### config.mk
export PLATFORM = sky130hd
export DESIGN_NAME = dot_accumulator_flat
export DESIGN_NICKNAME = d
export VERILOG_FILES = /design/src/rtl/dot_accumulator_if.sv /design/src/rtl/dot_accumulator.sv /design/src/flat_wrapper.sv
export SDC_FILE = /design/constraint.sdc
export NUM_CORES = 1
export LEC_CHECK = 0
export CORE_UTILIZATION = 30
export DETAILED_ROUTE_END_ITERATION = 16
export PLACE_DENSITY_LB_ADDON = 0.2
export SETUP_SLACK_MARGIN = 0.4
export SLEW_MARGIN = 15
export SYNTH_ARGS = -nofsm -noshare
export SYNTH_HDL_FRONTEND = slang
export SYNTH_SLANG_ARGS = --single-unit
export TNS_END_PERCENT = 30
### constraint.sdc
create_clock -name clk_i -period 7.6 [get_ports clk_i]
set_input_delay 1.52 -clock clk_i [delete_from_list [all_inputs] [get_ports clk_i]]
set_output_delay 1.52 -clock clk_i [all_outputs]
set_load 0.01 [all_outputs]
### src/rtl/dot_accumulator_if.sv
// Product-beat stream into the dot-product accumulator and the result port out of it.
// valid/ready: a beat or result transfers on a rising clock edge where valid and ready are both high.
// While the result is valid and not yet taken, the sender holds res_o/res_sat_o/res_cnt_o stable.
interface dot_accumulator_if #(
    parameter int IN_SIZE  = 12,
    parameter int ACC_SIZE = 20,
    parameter int CNT_W    = 8
);
    logic [IN_SIZE-1:0]  prod_i;
    logic                prod_valid_i;
    logic                prod_last_i;
    logic                prod_ready_o;
    logic [ACC_SIZE-1:0] res_o;
    logic                res_valid_o;
    logic                res_ready_i;
    logic                res_sat_o;
    logic [CNT_W-1:0]    res_cnt_o;

    modport master (
        output prod_i, prod_valid_i, prod_last_i, res_ready_i,
        input  prod_ready_o, res_o, res_valid_o, res_sat_o, res_cnt_o
    );

    modport slave (
        input  prod_i, prod_valid_i, prod_last_i, res_ready_i,
        output prod_ready_o, res_o, res_valid_o, res_sat_o, res_cnt_o
    );
endinterface

### src/rtl/dot_accumulator.sv
// Saturating dot-product accumulator: sums signed product beats until a last beat,
// then presents the clamped sum, a saturation flag and the beat count on the result port.
module dot_accumulator #(
    parameter int IN_SIZE  = 12,
    parameter int ACC_SIZE = 20,
    parameter int CNT_W    = 8
) (
    input  logic             clk_i,
    input  logic             rst_ni,
    input  logic             clear_i,
    dot_accumulator_if.slave bus,
    output logic             dbg_state_o
);
    typedef enum logic {ST_ACC = 1'b0, ST_OUT = 1'b1} state_e;

    localparam logic [ACC_SIZE-1:0] ACC_MAX = {1'b0, {(ACC_SIZE-1){1'b1}}};
    localparam logic [ACC_SIZE-1:0] ACC_MIN = {1'b1, {(ACC_SIZE-1){1'b0}}};

    state_e              state_q, state_d;
    logic [ACC_SIZE-1:0] acc_q, acc_d;
    logic [CNT_W-1:0]    cnt_q, cnt_d;
    logic                sat_q, sat_d;
    logic [ACC_SIZE-1:0] res_q, res_d;
    logic [CNT_W-1:0]    res_cnt_q, res_cnt_d;
    logic                res_sat_q, res_sat_d;

    logic [ACC_SIZE:0]   sum;
    logic                ovf;
    logic [ACC_SIZE-1:0] sum_clamped;
    logic [CNT_W-1:0]    cnt_inc;
    logic                accept;

    // One guard bit above the accumulator; the two top bits disagree exactly on overflow.
    always_comb begin
        sum = {acc_q[ACC_SIZE-1], acc_q}
            + {{(ACC_SIZE+1-IN_SIZE){bus.prod_i[IN_SIZE-1]}}, bus.prod_i};
        ovf = sum[ACC_SIZE] ^ sum[ACC_SIZE-1];
        if (!ovf) begin
            sum_clamped = sum[ACC_SIZE-1:0];
        end else if (sum[ACC_SIZE]) begin
            sum_clamped = ACC_MIN;
        end else begin
            sum_clamped = ACC_MAX;
        end
        cnt_inc = (&cnt_q) ? cnt_q : cnt_q + 1'b1;
        accept  = (state_q == ST_ACC) && bus.prod_valid_i;
    end

    always_comb begin
        state_d   = state_q;
        acc_d     = acc_q;
        cnt_d     = cnt_q;
        sat_d     = sat_q;
        res_d     = res_q;
        res_cnt_d = res_cnt_q;
        res_sat_d = res_sat_q;
        if (clear_i) begin
            // Abort wins over everything, including a beat offered this cycle.
            state_d = ST_ACC;
            acc_d   = '0;
            cnt_d   = '0;
            sat_d   = 1'b0;
        end else begin
            case (state_q)
                ST_ACC: begin
                    if (accept && bus.prod_last_i) begin
                        res_d     = sum_clamped;
                        res_sat_d = sat_q | ovf;
                        res_cnt_d = cnt_inc;
                        acc_d     = '0;
                        cnt_d     = '0;
                        sat_d     = 1'b0;
                        state_d   = ST_OUT;
                    end else if (accept) begin
                        acc_d = sum_clamped;
                        sat_d = sat_q | ovf;
                        cnt_d = cnt_inc;
                    end
                end
                ST_OUT: begin
                    if (bus.res_ready_i) begin
                        state_d = ST_ACC;
                    end
                end
                default: state_d = ST_ACC;
            endcase
        end
    end

    always_ff @(posedge clk_i or negedge rst_ni) begin
        if (!rst_ni) begin
            state_q   <= ST_ACC;
            acc_q     <= '0;
            cnt_q     <= '0;
            sat_q     <= 1'b0;
            res_q     <= '0;
            res_cnt_q <= '0;
            res_sat_q <= 1'b0;
        end else begin
            state_q   <= state_d;
            acc_q     <= acc_d;
            cnt_q     <= cnt_d;
            sat_q     <= sat_d;
            res_q     <= res_d;
            res_cnt_q <= res_cnt_d;
            res_sat_q <= res_sat_d;
        end
    end

    // Handshake outputs are pure decodes of the state flop.
    assign bus.prod_ready_o = (state_q == ST_ACC);
    assign bus.res_valid_o  = (state_q == ST_OUT);
    assign bus.res_o        = res_q;
    assign bus.res_sat_o    = res_sat_q;
    assign bus.res_cnt_o    = res_cnt_q;
    assign dbg_state_o      = (state_q == ST_OUT);
endmodule
### src/flat_wrapper.sv
// flat-port wrapper written by rule: the top's interface ports become plain ports
module dot_accumulator_flat 
#(
    parameter int IN_SIZE  = 12,
    parameter int ACC_SIZE = 20,
    parameter int CNT_W    = 8
)
  (clk_i, rst_ni, clear_i, dbg_state_o, bus_prod_i, bus_prod_valid_i, bus_prod_last_i, bus_res_ready_i, bus_prod_ready_o, bus_res_o, bus_res_valid_o, bus_res_sat_o, bus_res_cnt_o);
  dot_accumulator_if #(.IN_SIZE(IN_SIZE), .ACC_SIZE(ACC_SIZE), .CNT_W(CNT_W)) bus_i ();
  input  logic clk_i;
  input  logic rst_ni;
  input  logic clear_i;
  output logic dbg_state_o;
  input wire logic [$bits(bus_i.prod_i)-1:0] bus_prod_i;
  input wire logic [$bits(bus_i.prod_valid_i)-1:0] bus_prod_valid_i;
  input wire logic [$bits(bus_i.prod_last_i)-1:0] bus_prod_last_i;
  input wire logic [$bits(bus_i.res_ready_i)-1:0] bus_res_ready_i;
  output wire logic [$bits(bus_i.prod_ready_o)-1:0] bus_prod_ready_o;
  output wire logic [$bits(bus_i.res_o)-1:0] bus_res_o;
  output wire logic [$bits(bus_i.res_valid_o)-1:0] bus_res_valid_o;
  output wire logic [$bits(bus_i.res_sat_o)-1:0] bus_res_sat_o;
  output wire logic [$bits(bus_i.res_cnt_o)-1:0] bus_res_cnt_o;
  assign bus_i.prod_i = bus_prod_i;
  assign bus_i.prod_valid_i = bus_prod_valid_i;
  assign bus_i.prod_last_i = bus_prod_last_i;
  assign bus_i.res_ready_i = bus_res_ready_i;
  assign bus_prod_ready_o = bus_i.prod_ready_o;
  assign bus_res_o = bus_i.res_o;
  assign bus_res_valid_o = bus_i.res_valid_o;
  assign bus_res_sat_o = bus_i.res_sat_o;
  assign bus_res_cnt_o = bus_i.res_cnt_o;
  dot_accumulator #(.IN_SIZE(IN_SIZE), .ACC_SIZE(ACC_SIZE), .CNT_W(CNT_W)) u_core (.clk_i(clk_i), .rst_ni(rst_ni), .clear_i(clear_i), .bus(bus_i), .dbg_state_o(dbg_state_o));
endmodule
## Yosys cells after proc, flatten, opt, wreduce, memory -nomap -nowiden

Cells that the tools add are included.
W data, S select, Z words.

| cells by class | value |
|---|---|
| add/subtract/negate cells | 2 |
| equality and inequality tests | 1 |
| mux-type cells | 19 |
| bitwise operators | 4 |
| reduce and logical (&&, ||, !) cells | 6 |

Operators by type and width:

| operator | count |
|---|---|
| $mux W20 | 6 |
| $mux W8 | 5 |
| $add A20 B12 Y21 | 1 |
| $add A8 B1 Y8 const B | 1 |
| $reduce_and A8 Y1 | 1 |
| $mux W1 | 7 |
| $reduce_and A3 Y1 | 1 |
| $reduce_bool A3 Y1 | 1 |
| $logic_and A1 B1 Y1 | 2 |
| $ne A2 B2 Y1 const B | 1 |
| $not A1 Y1 | 2 |
| $pmux W1 S2 | 1 |
| $reduce_and A2 Y1 | 1 |
| $or A1 B1 Y1 | 1 |
| $xor A1 B1 Y1 | 1 |

| storage, ports and cells | value |
|---|---|
| register bits | 59 |
| input bits | 18 |
| output and inout bits | 32 |
| logic and storage cells | 39 |

## Depth between registers and ports, before layout

| depth | value |
|---|---|
| depth after elaboration | 7 |
| gate-level depth with buffers | 11 |
| mapped depth without buffers | 9 |

## Least setup slack after synthesis

Ideal clock, no wire load.

| timing path | value |
|---|---|
| path type | input -> register |
| start | input bus_prod_i[0] |
| end | register u_core.res_q[7], in the netlist u_core.bus.res_o[7] |
| library setup time | 125 ps |
| data arrival time | 3818 ps |
| data required time | 7475 ps |
| path slack | 3657 ps |
| cell stages on the path | 10 |
| buffers on the path | 1 |
| cells stage by stage | ha_1 -> fa_1 -> a211oi_1 -> o21ai_2 -> a21oi_1 -> o21ai_1 -> a41o_1 -> buf_2 -> maj3_2 -> mux2_4 |

| between the ends | value |
|---|---|
| cells in the longest elaborated chain, start to end | 3 |
| elaborated cells between the ends (all ways) | 4 |
| classes of those cells | add/sub (1); mux (2); bitwise (1) |

RTL lines:

| element | line | text |
|---|---|---|
| start: declaration | flat_wrapper.sv:14 | `input wire logic [$bits(bus_i.prod_i)-1:0] bus_prod_i;` |
| $add A20 B12 Y21 (*) | dot_accumulator.sv:36 | `+ {{(ACC_SIZE+1-IN_SIZE){bus.prod_i[IN_SIZE-1]}}, bus.prod_i};` |
| $mux W20 or $xor A1 B1 Y1 (tied branches) | dot_accumulator.sv:40, dot_accumulator.sv:37 |  |
| $mux W20 (*) | dot_accumulator.sv:38 | `if (!ovf) begin` |
| end signal: assignment | dot_accumulator.sv:104 | `res_q <= res_d;` |
| end: declaration | dot_accumulator.sv:23 | `logic [ACC_SIZE-1:0] res_q, res_d;` |

Mark *: on every way between the ends. The rest lies on a longest branch, timed or not.
A chain may end at the register's enable or synchronous reset.

## Worst setup path after layout

Same ends and word-level chain as after synthesis.

==> metrics.log <==
INFO  metric antenna-diode-count = 0
INFO  metric ios = 50
INFO  metric grt_max_degree = 60
INFO  metric avg_synthesized_cell_area = 9.017 sq um
INFO  metric critical_path.reg2reg.startpoint = u_core.acc_q[0]$_DFFE_PN0P_
INFO  metric crit_path_top_delay_cell = sky130_fd_sc_hd__a41o_1
INFO  metric path_cells = clkdlybuf4s50_1 -> ha_1 -> fa_1 -> a211oi_1 -> o21ai_2 -> a21oi_1 -> o21ai_1 -> a41o_1 -> maj3_2 -> mux2_4
INFO  metric num_vias = 3226
INFO  metric syn2layout_area_growth = 24.88%
INFO  metric clk_transition_reported_paths = roughly 60 ps
INFO  metric syn_nets = approximately 450
INFO  metric max-cap-violations = 0
INFO  metric synth_enable_flop_cells = 0
INFO  metric quantity_of_i_o_buffers_inserted_on_ports = 49
INFO  metric synth_area = ~3700 sq um
INFO  metric rr_endpoint = u_core.bus.res_o[7]$_DFFE_PN0P_
INFO  metric post_synth_num_cell_types = 63
INFO  metric cts_repair_resize_count = 0
INFO  metric die_area = 12650 sq um
INFO  metric warnings_synthesis = 0
INFO  metric fin_worst_hold_slack = around 480 ps
INFO  metric timing.hold.worst.class = flop to flop
INFO  metric synth-seq-cells = around 60
INFO  metric synthDominantAreaCellType = sky130_fd_sc_hd__dfrtp_1
INFO  metric cts_setup_buffers = 0
INFO  metric arrival_time_at_the_worst_endpoint = approximately 4800 ps
INFO  metric ys.flop_type = sky130_fd_sc_hd__dfrtp_1
INFO  metric finalSetupViolations = 0
INFO  metric ff2ff_setup_slack = 4290 ps
INFO  metric static-leakage-power = between 1.5 and 2 nW
INFO  metric dieWidth = roughly 110 um
INFO  metric outcome = complete, no violations
INFO  metric detailedPlacementHpwl = between 6000 and 7000 um
INFO  metric worst-setup-path-type = input pin to flop
INFO  metric critPathMaxStageDelay = approximately 530 ps
INFO  metric finalHoldViolations = 0
INFO  metric insertion_delay = about 330 ps
INFO  metric clock.fmax = between 200 and 250 MHz
INFO  metric hold_end = u_core.bus.res_cnt_o[7]$_DFFE_PN0P_
INFO  metric detailed_router_iteration_count_before_antenna_repair = 4
INFO  metric critical_path.endpoint_type = flop
INFO  metric num-fill-cells = approximately 1200
INFO  metric fin_skew = 11.87 ps
INFO  metric cpLargestDelayFamily = compound AO/OA/AOI/OAI gates
INFO  metric cts_root_buf = sky130_fd_sc_hd__clkbuf_16
INFO  metric critical_path_peak_fanout = 20
INFO  metric fin_nets = slightly below 500
INFO  metric maxSlewHeadroom = between 40% and 50%
INFO  metric worst_pin_slew = about 770 ps
INFO  metric critical_path_buf_inv_count = 1
INFO  metric clock_sink_count = a little under 60
INFO  metric antenna_left = 0
INFO  metric finalMaxSlewViolations = 0
INFO  metric synthTopCellsByArea = sky130_fd_sc_hd__dfrtp_1, sky130_fd_sc_hd__ha_1, sky130_fd_sc_hd__o21ai_0
INFO  metric start_kind = input pin
INFO  metric asyncSetResetFlopFracSynth = between 90% and 100%
INFO  metric min_period = approximately 4600 ps
INFO  metric floorplan.initialDensity = a little under a third
INFO  metric dp_cells = between 500 and 600
INFO  metric netlist_instances = 406
INFO  metric routedWlPerCell = between 15 and 20 um
INFO  metric placement_rows = 39
INFO  metric cts-htree-levels = 3
INFO  metric power.density_cell_area = approximately 240 nW/um^2
INFO  metric cp.required = 7810 ps
INFO  metric die_height = between 100 and 150 um
INFO  metric post-layout-total-power = between 1 and 1.5 mW
INFO  metric fin_setup_tns = 0 ps
INFO  metric routed_wl = 9493 um
INFO  metric placeableCoreArea = 11660 sq um
INFO  metric post_layout_nonfiller_instances = approximately 600
INFO  metric number_of_global_route_vias_before_repair = slightly above 3000
INFO  metric postLayoutSetupSlackWorst = roughly 3000 ps
INFO  metric layout_worst_path_cycle_share = between 60% and 70%
INFO  metric avgViaCountPerCell = 5.386
INFO  metric placement.setup.worst_slack = 2759 ps
INFO  metric cts_buffer_depth = 2
INFO  metric post_cts_hold_buffer_count = 0
INFO  metric cts_buffers = 9
INFO  metric globalplace.congestion = between 0.8 and 0.9
INFO  metric synth_commonest_cells = sky130_fd_sc_hd__dfrtp_1, sky130_fd_sc_hd__nand2_1, sky130_fd_sc_hd__o21ai_0, sky130_fd_sc_hd__a21oi_1, sky130_fd_sc_hd__nor2_1
INFO  metric grt_setup_unrepaired = false
INFO  metric synth.yosys.seq_area_share = 40.33%
INFO  metric cts_tree = done
INFO  metric grt_pass1_wl = around 16000 um
INFO  metric grt_ovf = 0
INFO  metric drc_errors = 0
INFO  metric holdPathStages = 2
INFO  metric power.ir.vdd_worst = 0.08066 mV
INFO  metric rr_worst_depth = 9
INFO  metric antenna_found_initial = 0
INFO  metric drt_iter0_drc = approximately 190
INFO  metric synth_top_area_share = between 40% and 50%
INFO  metric layout-drive-gt1-share = 7.895%
INFO  metric grt_use_total = between 10% and 20%
INFO  metric worstHoldStart = u_core.bus.res_cnt_o[7]$_DFFE_PN0P_
## sequential cells by signal, indices dropped and copies added, names as in the netlist
signal                  count
u_core.bus.res_o           20
u_core.sat_q                1
u_core.cnt_q                8
u_core.acc_q               20
u_core.bus.res_sat_o        1
u_core.bus.res_valid_o      1
u_core.bus.res_cnt_o        8
## final cells by class
type | instances | area (sq um) | share of cell area, %
multi-input combinational | 324 | 2086 | 45.62
timing repair buffer | 52 | 508.0 | 11.11
clock buffer | 10 | 239.0 | 5.227
inverter | 5 | 18.77 | 0.4105
sequential | 59 | 1476 | 32.29
tap | 143 | 178.9 | 3.914
clock inverter | 6 | 65.06 | 1.423
## how the worst max path moves through the flow
stage	slack [ps]	startpoint	endpoint	cells after the start
3_3_place_gp	2810	bus_prod_i[11]	u_core.bus.res_o[9]$_DFFE_PN0P_	9
6_report	3030	bus_prod_i[0]	u_core.bus.res_o[7]$_DFFE_PN0P_	10
2_1_floorplan	3660	bus_prod_i[0]	u_core.bus.res_o[7]$_DFFE_PN0P_	10
4_1_cts	3090	bus_prod_i[0]	u_core.bus.res_o[7]$_DFFE_PN0P_	10
3_5_place_dp	2760	bus_prod_i[0]	u_core.bus.res_o[7]$_DFFE_PN0P_	10
5_1_grt	2690	bus_prod_i[11]	u_core.bus.res_o[10]$_DFFE_PN0P_	9
## layout by cell type, fill, tap and decap left out, drive strengths merged, types with 5 or more instances in the layout
cell / netlist / layout
dfrtp: 59 / 59
nand2: 59 / 59
o21ai: 56 / 56
clkdlybuf4s50: 0 / 48
a21oi: 40 / 40
nor2: 25 / 25
ha: 21 / 21
xnor2: 15 / 15
clkbuf: 10 / 10
a22o: 8 / 8
nand3: 7 / 7
o211ai: 7 / 7
maj3: 7 / 7
and2: 5 / 5
and3: 5 / 5
nor3: 5 / 5
inv: 5 / 5
## routing by layer
layer | track usage [%] | vias to the layer above | wire length (um) | share of wire [%]
met3 | 2.862 | 14 | 303 | 3.2
li1 | - | 1583 | - | -
met4 | 6.311 | 0 | 195 | 2.1
met2 | 23.98 | 63 | 4187 | 44
met1 | 22.61 | 1566 | 4807 | 51
met5 | 0 | - | 0 | 0
## per-stage QoR
stage          instance area [sq um]  util [%]
4_1_cts                         4569     39.18
3_3_place_gp                    4265     36.57
2_1_floorplan                   3661         -
6_report                        4572     39.20
5_1_grt                         4572     39.20
3_5_place_dp                    4265     36.57
## power breakdown
part	internal [mW]	switching, mW	total [mW]	leakage (nW)
logic	0.154	0.159	0.313	1.06
registers	0.360	0.0275	0.388	0.773
clock network	0.263	0.155	0.418	0.148
## cells by family after synthesis
kind of cell	share of synthesized area [%]
buffers and inverters	2.871
AND/OR/NAND/NOR	15.38
adder cells (fa/ha/maj)	9.774
multiplexers	2.187
AO/OA/AOI/OAI	24.92
flip-flops	40.33
XOR/XNOR	4.545
## tightest hold or removal path: stages (launching register included)
cell and delay, ps:
sky130_fd_sc_hd__dfrtp_1 340, sky130_fd_sc_hd__nand2_1 50, sky130_fd_sc_hd__o21ai_0 60
Power figures use the tool's default switching activity.
